File: config.mk
export PLATFORM = sky130hd
export DESIGN_NAME = store_buffer
export DESIGN_NICKNAME = d
export VERILOG_FILES = /design/src/rtl/store_buffer.sv
export SDC_FILE = /design/constraint.sdc
export NUM_CORES = 1
export LEC_CHECK = 0
export CAP_MARGIN = 20
export CORE_ASPECT_RATIO = 0.6
export CORE_MARGIN = 2
export CORE_UTILIZATION = 45
export CTS_BUF_LIST = sky130_fd_sc_hd__clkbuf_16
export DETAILED_ROUTE_END_ITERATION = 8
export HOLD_SLACK_MARGIN = 0.03
export PLACE_DENSITY_LB_ADDON = 0.1
export SYNTH_ARGS = -nofsm -noshare
export SYNTH_HDL_FRONTEND = slang
export SYNTH_SLANG_ARGS = --single-unit
File: constraint.sdc
create_clock -name clk_i -period 8 [get_ports clk_i]
set_input_delay 1.2 -clock clk_i [delete_from_list [all_inputs] [get_ports clk_i]]
set_output_delay 1.2 -clock clk_i [all_outputs]
set_load 0.05 [all_outputs]
File: src/rtl/store_buffer.sv
// Store buffer between the store unit and the data cache: FIFO of word-aligned
// byte-enabled stores with youngest-entry coalescing, load forwarding and flush.
module store_buffer #(
  parameter int DEPTH      = 4,
  parameter int DATA_WIDTH = 32,
  parameter int ADDR_WIDTH = 32,
  parameter int COALESCE   = 1
) (
  input  logic                    clk_i,
  input  logic                    rst_i,
  input  logic                    push_valid_i,
  output logic                    push_ready_o,
  input  logic [ADDR_WIDTH-1:0]   push_address_i,
  input  logic [DATA_WIDTH-1:0]   push_data_i,
  input  logic [DATA_WIDTH/8-1:0] push_byte_en_i,
  output logic                    drain_valid_o,
  input  logic                    drain_ack_i,
  output logic [ADDR_WIDTH-1:0]   drain_address_o,
  output logic [DATA_WIDTH-1:0]   drain_data_o,
  output logic [DATA_WIDTH/8-1:0] drain_byte_en_o,
  input  logic [ADDR_WIDTH-1:0]   fwd_address_i,
  output logic                    fwd_hit_o,
  output logic [DATA_WIDTH-1:0]   fwd_data_o,
  output logic [DATA_WIDTH/8-1:0] fwd_byte_en_o,
  input  logic                    flush_i,
  output logic                    flush_done_o,
  output logic                    full_o,
  output logic                    empty_o,
  output logic [$clog2(DEPTH):0]  count_o
);
  localparam int BYTES = DATA_WIDTH / 8;
  localparam int OFF   = (BYTES > 1) ? $clog2(BYTES) : 0;
  localparam int WA    = ADDR_WIDTH - OFF;
  localparam int PW    = $clog2(DEPTH);
  localparam int CW    = PW + 1;

  typedef enum logic [1:0] {IDLE, FLUSH, DONE} state_e;

  state_e                  state_q, state_d;
  logic [PW-1:0]           head_q, head_d, tail_q, tail_d, young;
  logic [CW-1:0]           count_q, count_d;
  logic [WA-1:0]           wa_q   [DEPTH];
  logic [DATA_WIDTH-1:0]   data_q [DEPTH];
  logic [BYTES-1:0]        be_q   [DEPTH];
  logic [WA-1:0]           push_wa, fwd_wa;
  logic                    push_fire, pop, coalesce, alloc;

  assign push_wa = push_address_i[ADDR_WIDTH-1:OFF];
  assign fwd_wa  = fwd_address_i[ADDR_WIDTH-1:OFF];
  assign young   = tail_q - PW'(1);

  generate
    if (OFF > 0) begin : g_unused
      logic unused_offset;
      assign unused_offset = ^{push_address_i[OFF-1:0], fwd_address_i[OFF-1:0]};
    end
  endgenerate

  assign empty_o       = (count_q == '0);
  assign full_o        = (count_q == CW'(DEPTH));
  assign count_o       = count_q;
  assign drain_valid_o = !empty_o;
  assign drain_address_o = ADDR_WIDTH'(wa_q[head_q]) << OFF;
  assign drain_data_o    = data_q[head_q];
  assign drain_byte_en_o = be_q[head_q];

  assign push_fire = push_valid_i && push_ready_o;
  assign pop       = drain_valid_o && drain_ack_i;
  // A lone entry leaving this edge cannot absorb the push; it becomes a fresh entry.
  assign coalesce  = (COALESCE != 0) && push_fire && !empty_o && (push_wa == wa_q[young]) &&
                     !((count_q == CW'(1)) && pop);
  assign alloc     = push_fire && !coalesce;

  always_comb begin
    head_d  = head_q + PW'(pop);
    tail_d  = tail_q + PW'(alloc);
    count_d = count_q + CW'(alloc) - CW'(pop);
  end

  always_ff @(posedge clk_i or posedge rst_i) begin
    if (rst_i) begin
      head_q  <= '0;
      tail_q  <= '0;
      count_q <= '0;
    end else begin
      head_q  <= head_d;
      tail_q  <= tail_d;
      count_q <= count_d;
    end
  end

  // Entry payload carries no reset; occupancy alone decides validity.
  always_ff @(posedge clk_i) begin
    if (alloc) begin
      wa_q[tail_q]   <= push_wa;
      data_q[tail_q] <= push_data_i;
      be_q[tail_q]   <= push_byte_en_i;
    end else if (coalesce) begin
      for (int b = 0; b < BYTES; b++) begin
        if (push_byte_en_i[b]) data_q[young][b*8 +: 8] <= push_data_i[b*8 +: 8];
      end
      be_q[young] <= be_q[young] | push_byte_en_i;
    end
  end

  // Scan oldest to youngest so the youngest matching entry wins.
  always_comb begin
    logic [PW-1:0] idx;
    idx           = '0;
    fwd_hit_o     = 1'b0;
    fwd_data_o    = '0;
    fwd_byte_en_o = '0;
    for (int k = 0; k < DEPTH; k++) begin
      idx = head_q + PW'(k);
      if ((CW'(k) < count_q) && (wa_q[idx] == fwd_wa)) begin
        fwd_hit_o     = 1'b1;
        fwd_data_o    = data_q[idx];
        fwd_byte_en_o = be_q[idx];
      end
    end
  end

  always_ff @(posedge clk_i or posedge rst_i) begin
    if (rst_i) state_q <= IDLE;
    else       state_q <= state_d;
  end

  always_comb begin
    state_d = state_q;
    case (state_q)
      IDLE:    if (flush_i) state_d = FLUSH;
      FLUSH:   if (empty_o) state_d = DONE;
      DONE:    state_d = IDLE;
      default: state_d = IDLE;
    endcase
  end

  always_comb begin
    push_ready_o = !rst_i && !full_o && (state_q == IDLE);
    flush_done_o = (state_q == DONE);
  end
endmodule
==> results list <==
* Outcome: completed
* Setup TNS Final: 0 ps
* Register share of total power: 23.3%
- The final layout contains routed wiring with a total length of 66300 um.
- In this run, post-CTS repair resized a total of 0 instances.
- IR analysis of the VDD net gives a maximum drop of 0.266 mV.
- Slew HR: 30.4%
* First-pass DRT Iterations: 5
- The number of hold buffers added after CTS was 0.
- Total leakage power: 0.00785 uW
* Data required time of the critical path: 6800 ps
- Yosys mapped a number of flops with a built-in enable equal to 264.
- Buffers plus inverters on the worst setup path: 3
- Derived from the worst setup path, the maximum achievable clock frequency is 139 MHz.
- CTS placed an instance of sky130_fd_sc_hd__clkbuf_16 at the clock tree root.
* Delay-heaviest family, CP: buffers and inverters
- The first routing iteration left 2188 violations.
- Cell repeated most along the worst path: sky130_fd_sc_hd__buf_4
* Fill count: 3589
- CTS Sinks: 273
- Max clock buf depth: 3
- At the later pin of the worst-skew pair, clock insertion delay measures 570 ps.
- HPWL reported at the end of detailed placement: 47500 um
* Wire length per cell after detailed routing: 28.3 um
- Mean instance size in the synthesized netlist: 11.7 um^2
* Unrepaired setup endpoints after global routing: no
- In the detailed route, the total length drawn on met3 is 6900 um.
- The tightest min-delay check is of the flip-flop to flip-flop type.
* Critical path cell sequence: buf_4 -> mux2i_1 -> xnor2_1 -> nor4_1 -> nand4_1 -> a2111oi_4 -> nand3_2 -> nor2b_4 -> buf_4 -> a32oi_1 -> clkdlybuf4s50_1
- Once the clock tree was built, the setup fixing pass inserted 0 buffers.
- The first global-routing pass estimated 96100 um of wire.
- The final critical path takes up 89.7% of the cycle.
* Via count of the first global-routing pass: 14000
- Net switching is 46.5% of the power.
* Core footprint: 41900 um^2
* Number of synthesized register bits: 273
- The detail route stage leaves a number of antenna-violating nets equal to 0.
* Cell-internal power: 4240 uW
- Worst min-delay path startpoint: state_q[1]$_DFFE_PP0P_
- After detailed routing, the met2 layer carries 26600 um of wire.
* Worst Tran Pin Value: 1040 ps
- The die is 163 um tall.
* Total routed wire length on the met1 layer: 32100 um
* Layout cell share with drive strength beyond 1: 11.0%
- The multi-input combinational cells in the finished layout cover a total of 10100 um^2.
- PortBufs: 211
* Worst setup path category: flip-flop to primary output
- Final Max Slew Viols: 0
- The initial utilization of the core area, before any placement, comes to 45.6%.
* # IOs: 218
* Antenna violations before repair: 3
- Final nets: 1868
- The cell count after synthesis came out at 1626.
- Type of destination of the critical path: primary output
* Pwr dens: 352 nW/um^2
- For this run, the number of Yosys warnings is 0.
* # DRC: 0
- Horizontal extent of the die: 270 um
- In this run the worst setup path begins at head_q[1]$_DFF_PP0_.
- Data arrival time at the worst-slack endpoint: 5970 ps
* Setup skew after layout: 11.3 ps
* Standard cell with the maximum stage delay on the critical path: sky130_fd_sc_hd__dfrtp_4
* All-layer global routing usage: 29.4%
* Reg area: 8160 um^2
- Clock tree from TritonCTS: built
- Pin count of the biggest net entering global routing: 74
* Diode count: 0
- Via count: 15400
* Startpoint of the worst register-to-register path: tail_q[1]$_DFF_PP0_
* Total clock buffers created by CTS: 29
* Highest routing layer actually used: met5
- In this run, placement finished with an instance count of 2291.
- After detailed routing, the number of vias per cell comes to 6.57.
- In the synthesized netlist the dominant register cell turns out to be sky130_fd_sc_hd__edfxtp_1.
- Min Clock Period, post-route: 7170 ps
- The synthesized netlist occupies a cell area of 19100 um^2.
- Delay of the slowest cell on the worst path: 910 ps
- Fraction of the yosys area taken by sequential cells: 42.7%
* Placement Rows: 58
- Setup violators final: 0
- Summed over all nets, the switching power comes to 3690 uW.
* Count of distinct cell types in the synthesized netlist: 70
- Final Hold Vio Count: 0
- From synthesis to final layout, the design area changed by 18.1%.
* Max FO, Critical Path: 41
- Filler-free cell count of the finished design: 2344
* Relative contribution of the clock network to total power: 17.1%
* Last weighted congestion value of the routability-driven placer: 0.973
- Worst Setup Start Kind: flip-flop
- Clock-pin slew was measured on the worst setup and hold paths at 60 ps.
* Part of the power in combinational logic: 59.6%
* Async set or reset register ratio after synthesis: 3.30%
* Total gr overflow: 0
- H-Tree Depth: 1
- The tool flagged a number of max-cap violations equal to 0.
- The floorplan step defined a die boundary enclosing 44100 um^2.
[synthesized netlist by cell type, types with 9 or more instances]
master	n	area (um^2)
sky130_fd_sc_hd__inv_1	32	120
sky130_fd_sc_hd__xnor2_1	109	955
sky130_fd_sc_hd__nand3b_1	37	278
sky130_fd_sc_hd__nor4_1	16	100
sky130_fd_sc_hd__nor2b_1	10	62.6
sky130_fd_sc_hd__xor2_1	29	254
sky130_fd_sc_hd__mux2i_1	301	3010
sky130_fd_sc_hd__o31ai_1	23	173
sky130_fd_sc_hd__a21oi_1	35	175
sky130_fd_sc_hd__o22ai_1	12	75.1
sky130_fd_sc_hd__o21ai_0	39	195
sky130_fd_sc_hd__a31oi_1	50	313
sky130_fd_sc_hd__buf_1	18	67.6
sky130_fd_sc_hd__nand4_1	44	275
sky130_fd_sc_hd__nand3_1	43	215
sky130_fd_sc_hd__mux2_2	48	541
sky130_fd_sc_hd__buf_2	23	115
sky130_fd_sc_hd__o211ai_1	36	270
sky130_fd_sc_hd__clkbuf_1	93	349
sky130_fd_sc_hd__a32oi_1	36	315
sky130_fd_sc_hd__dfrtp_1	9	225
sky130_fd_sc_hd__nand2_1	59	221
sky130_fd_sc_hd__a21o_1	16	120
sky130_fd_sc_hd__nor3_1	20	100
sky130_fd_sc_hd__nor2_1	19	71.3
sky130_fd_sc_hd__mux4_2	52	1170
sky130_fd_sc_hd__edfxtp_1	264	7930
sky130_fd_sc_hd__ha_1	10	125
sky130_fd_sc_hd__buf_4	13	97.6
sky130_fd_sc_hd__o311ai_0	23	201
[final timing paths]
kind / to / cells after the start / slack (ps)
setup / recovery: fwd_data_o[15] / 11 / 830
hold reg to reg: state_q[0]$_DFFE_PP0P_ / 1 / 480
setup reg to reg: count_o[2]$_DFF_PP0_ / 15 / 2180
min in group asynchronous: tail_q[0]$_DFF_PP0_ / 2 / 930
hold / removal: state_q[0]$_DFFE_PP0P_ / 1 / 480
max in group asynchronous: head_q[0]$_DFF_PP0_ / 2 / 6770
[cell type report]
cell class / instances / area share [%]
repair buffers: 249 / 11.0
multi-input cells: 1166 / 44.9
clock inverters: 24 / 0.939
flip-flops and latches: 273 / 36.2
clock buffers: 29 / 3.22
well taps: 570 / 3.17
inverters: 33 / 0.572
[layer usage]
layer	vias up	GRT usage, %
met5	-	0
met4	4	3.54
met3	69	5.78
met2	839	40.1
met1	7784	48.2
li1	6703	-
[worst reg2reg max path, cell delays in order (launching register included)]
cell	delay (ps)
sky130_fd_sc_hd__dfrtp_1	590
sky130_fd_sc_hd__inv_1	220
sky130_fd_sc_hd__ha_2	970
sky130_fd_sc_hd__buf_4	490
sky130_fd_sc_hd__mux4_2	410
sky130_fd_sc_hd__xnor2_1	380
sky130_fd_sc_hd__nand2_1	150
sky130_fd_sc_hd__nor4_1	780
sky130_fd_sc_hd__nand4_1	170
sky130_fd_sc_hd__buf_4	260
sky130_fd_sc_hd__nand3_1	310
sky130_fd_sc_hd__ha_1	200
sky130_fd_sc_hd__inv_1	40
sky130_fd_sc_hd__ha_1	190
sky130_fd_sc_hd__fa_1	420
sky130_fd_sc_hd__xnor2_1	140
[sequential cells by signal, summed over array words and instances (netlist names)]
name	cells
tail_q	2
wa_q	120
head_q	2
data_q	128
count_o	3
be_q	16
state_q	2
[metrics by stage]
stage | worst slack (ps) | hold slack [ps] | total power, uW | area [um^2] | util, %
after global placement | 1230 | 469 | 6470 | 21600 | 51.6
after global routing | 654 | 533 | 8240 | 22500 | 53.8
final | 826 | 481 | 7930 | 22500 | 53.8
after floorplan | 1870 | 442 | 5190 | 19100 | -
after detailed placement | 1230 | 475 | 6500 | 21600 | 51.6
after CTS | 934 | 482 | 7880 | 22500 | 53.8
[cell usage in the layout, fill, tap and decap left out, types with 5 or more instances in the layout]
master / count
sky130_fd_sc_hd__mux2i_1: 301
sky130_fd_sc_hd__edfxtp_1: 264
sky130_fd_sc_hd__clkdlybuf4s50_1: 211
sky130_fd_sc_hd__xnor2_1: 109
sky130_fd_sc_hd__nand2_1: 59
sky130_fd_sc_hd__mux4_2: 52
sky130_fd_sc_hd__a31oi_1: 50
sky130_fd_sc_hd__mux2_2: 48
sky130_fd_sc_hd__nand4_1: 44
sky130_fd_sc_hd__nand3_1: 43
sky130_fd_sc_hd__o21ai_0: 39
sky130_fd_sc_hd__nand3b_1: 37
sky130_fd_sc_hd__o211ai_1: 36
sky130_fd_sc_hd__inv_1: 36
sky130_fd_sc_hd__a32oi_1: 36
sky130_fd_sc_hd__a21oi_1: 35
sky130_fd_sc_hd__buf_4: 32
sky130_fd_sc_hd__xor2_1: 29
sky130_fd_sc_hd__clkbuf_16: 29
sky130_fd_sc_hd__o311ai_0: 23
sky130_fd_sc_hd__o31ai_1: 23
sky130_fd_sc_hd__nor3_1: 20
sky130_fd_sc_hd__nor2_1: 18
sky130_fd_sc_hd__nor4_1: 16
sky130_fd_sc_hd__a21o_1: 16
sky130_fd_sc_hd__o22ai_1: 12
sky130_fd_sc_hd__nor2b_1: 9
sky130_fd_sc_hd__ha_1: 9
sky130_fd_sc_hd__clkinv_1: 9
sky130_fd_sc_hd__a221oi_1: 7
sky130_fd_sc_hd__o221ai_1: 7
sky130_fd_sc_hd__a211oi_1: 7
sky130_fd_sc_hd__and2_1: 6
sky130_fd_sc_hd__dfrtp_1: 6
sky130_fd_sc_hd__buf_12: 6
sky130_fd_sc_hd__or4_1: 5
sky130_fd_sc_hd__a2bb2oi_1: 5
sky130_fd_sc_hd__clkinv_2: 5
[cells by family (layout without fill, tap and decap cells)]
logic type / count (synthesis) / in the layout / share of synthesized area (%)
other: 1 / 2 / 0.0197
AOI/OAI and AO/OA: 332 / 332 / 12.5
and+or+nand+nor: 281 / 281 / 8.33
muxes: 402 / 402 / 24.8
buffers and inverters: 188 / 335 / 4.46
xor gates and xnor gates: 138 / 138 / 6.34
adders and majority gates: 11 / 11 / 0.761
DFF: 273 / 273 / 42.7
[power by group through the flow]
stage / registers [uW] / logic (uW) / clock network (uW)
2_1_floorplan: 1760 / 3430 / 0
3_5_place_dp: 1880 / 4630 / 0
3_3_place_gp: 1870 / 4600 / 0
6_report: 1850 / 4730 / 1350
5_1_grt: 1870 / 4940 / 1430
4_1_cts: 1850 / 4650 / 1380
No activity file was read; power rests on OpenSTA's default activity.
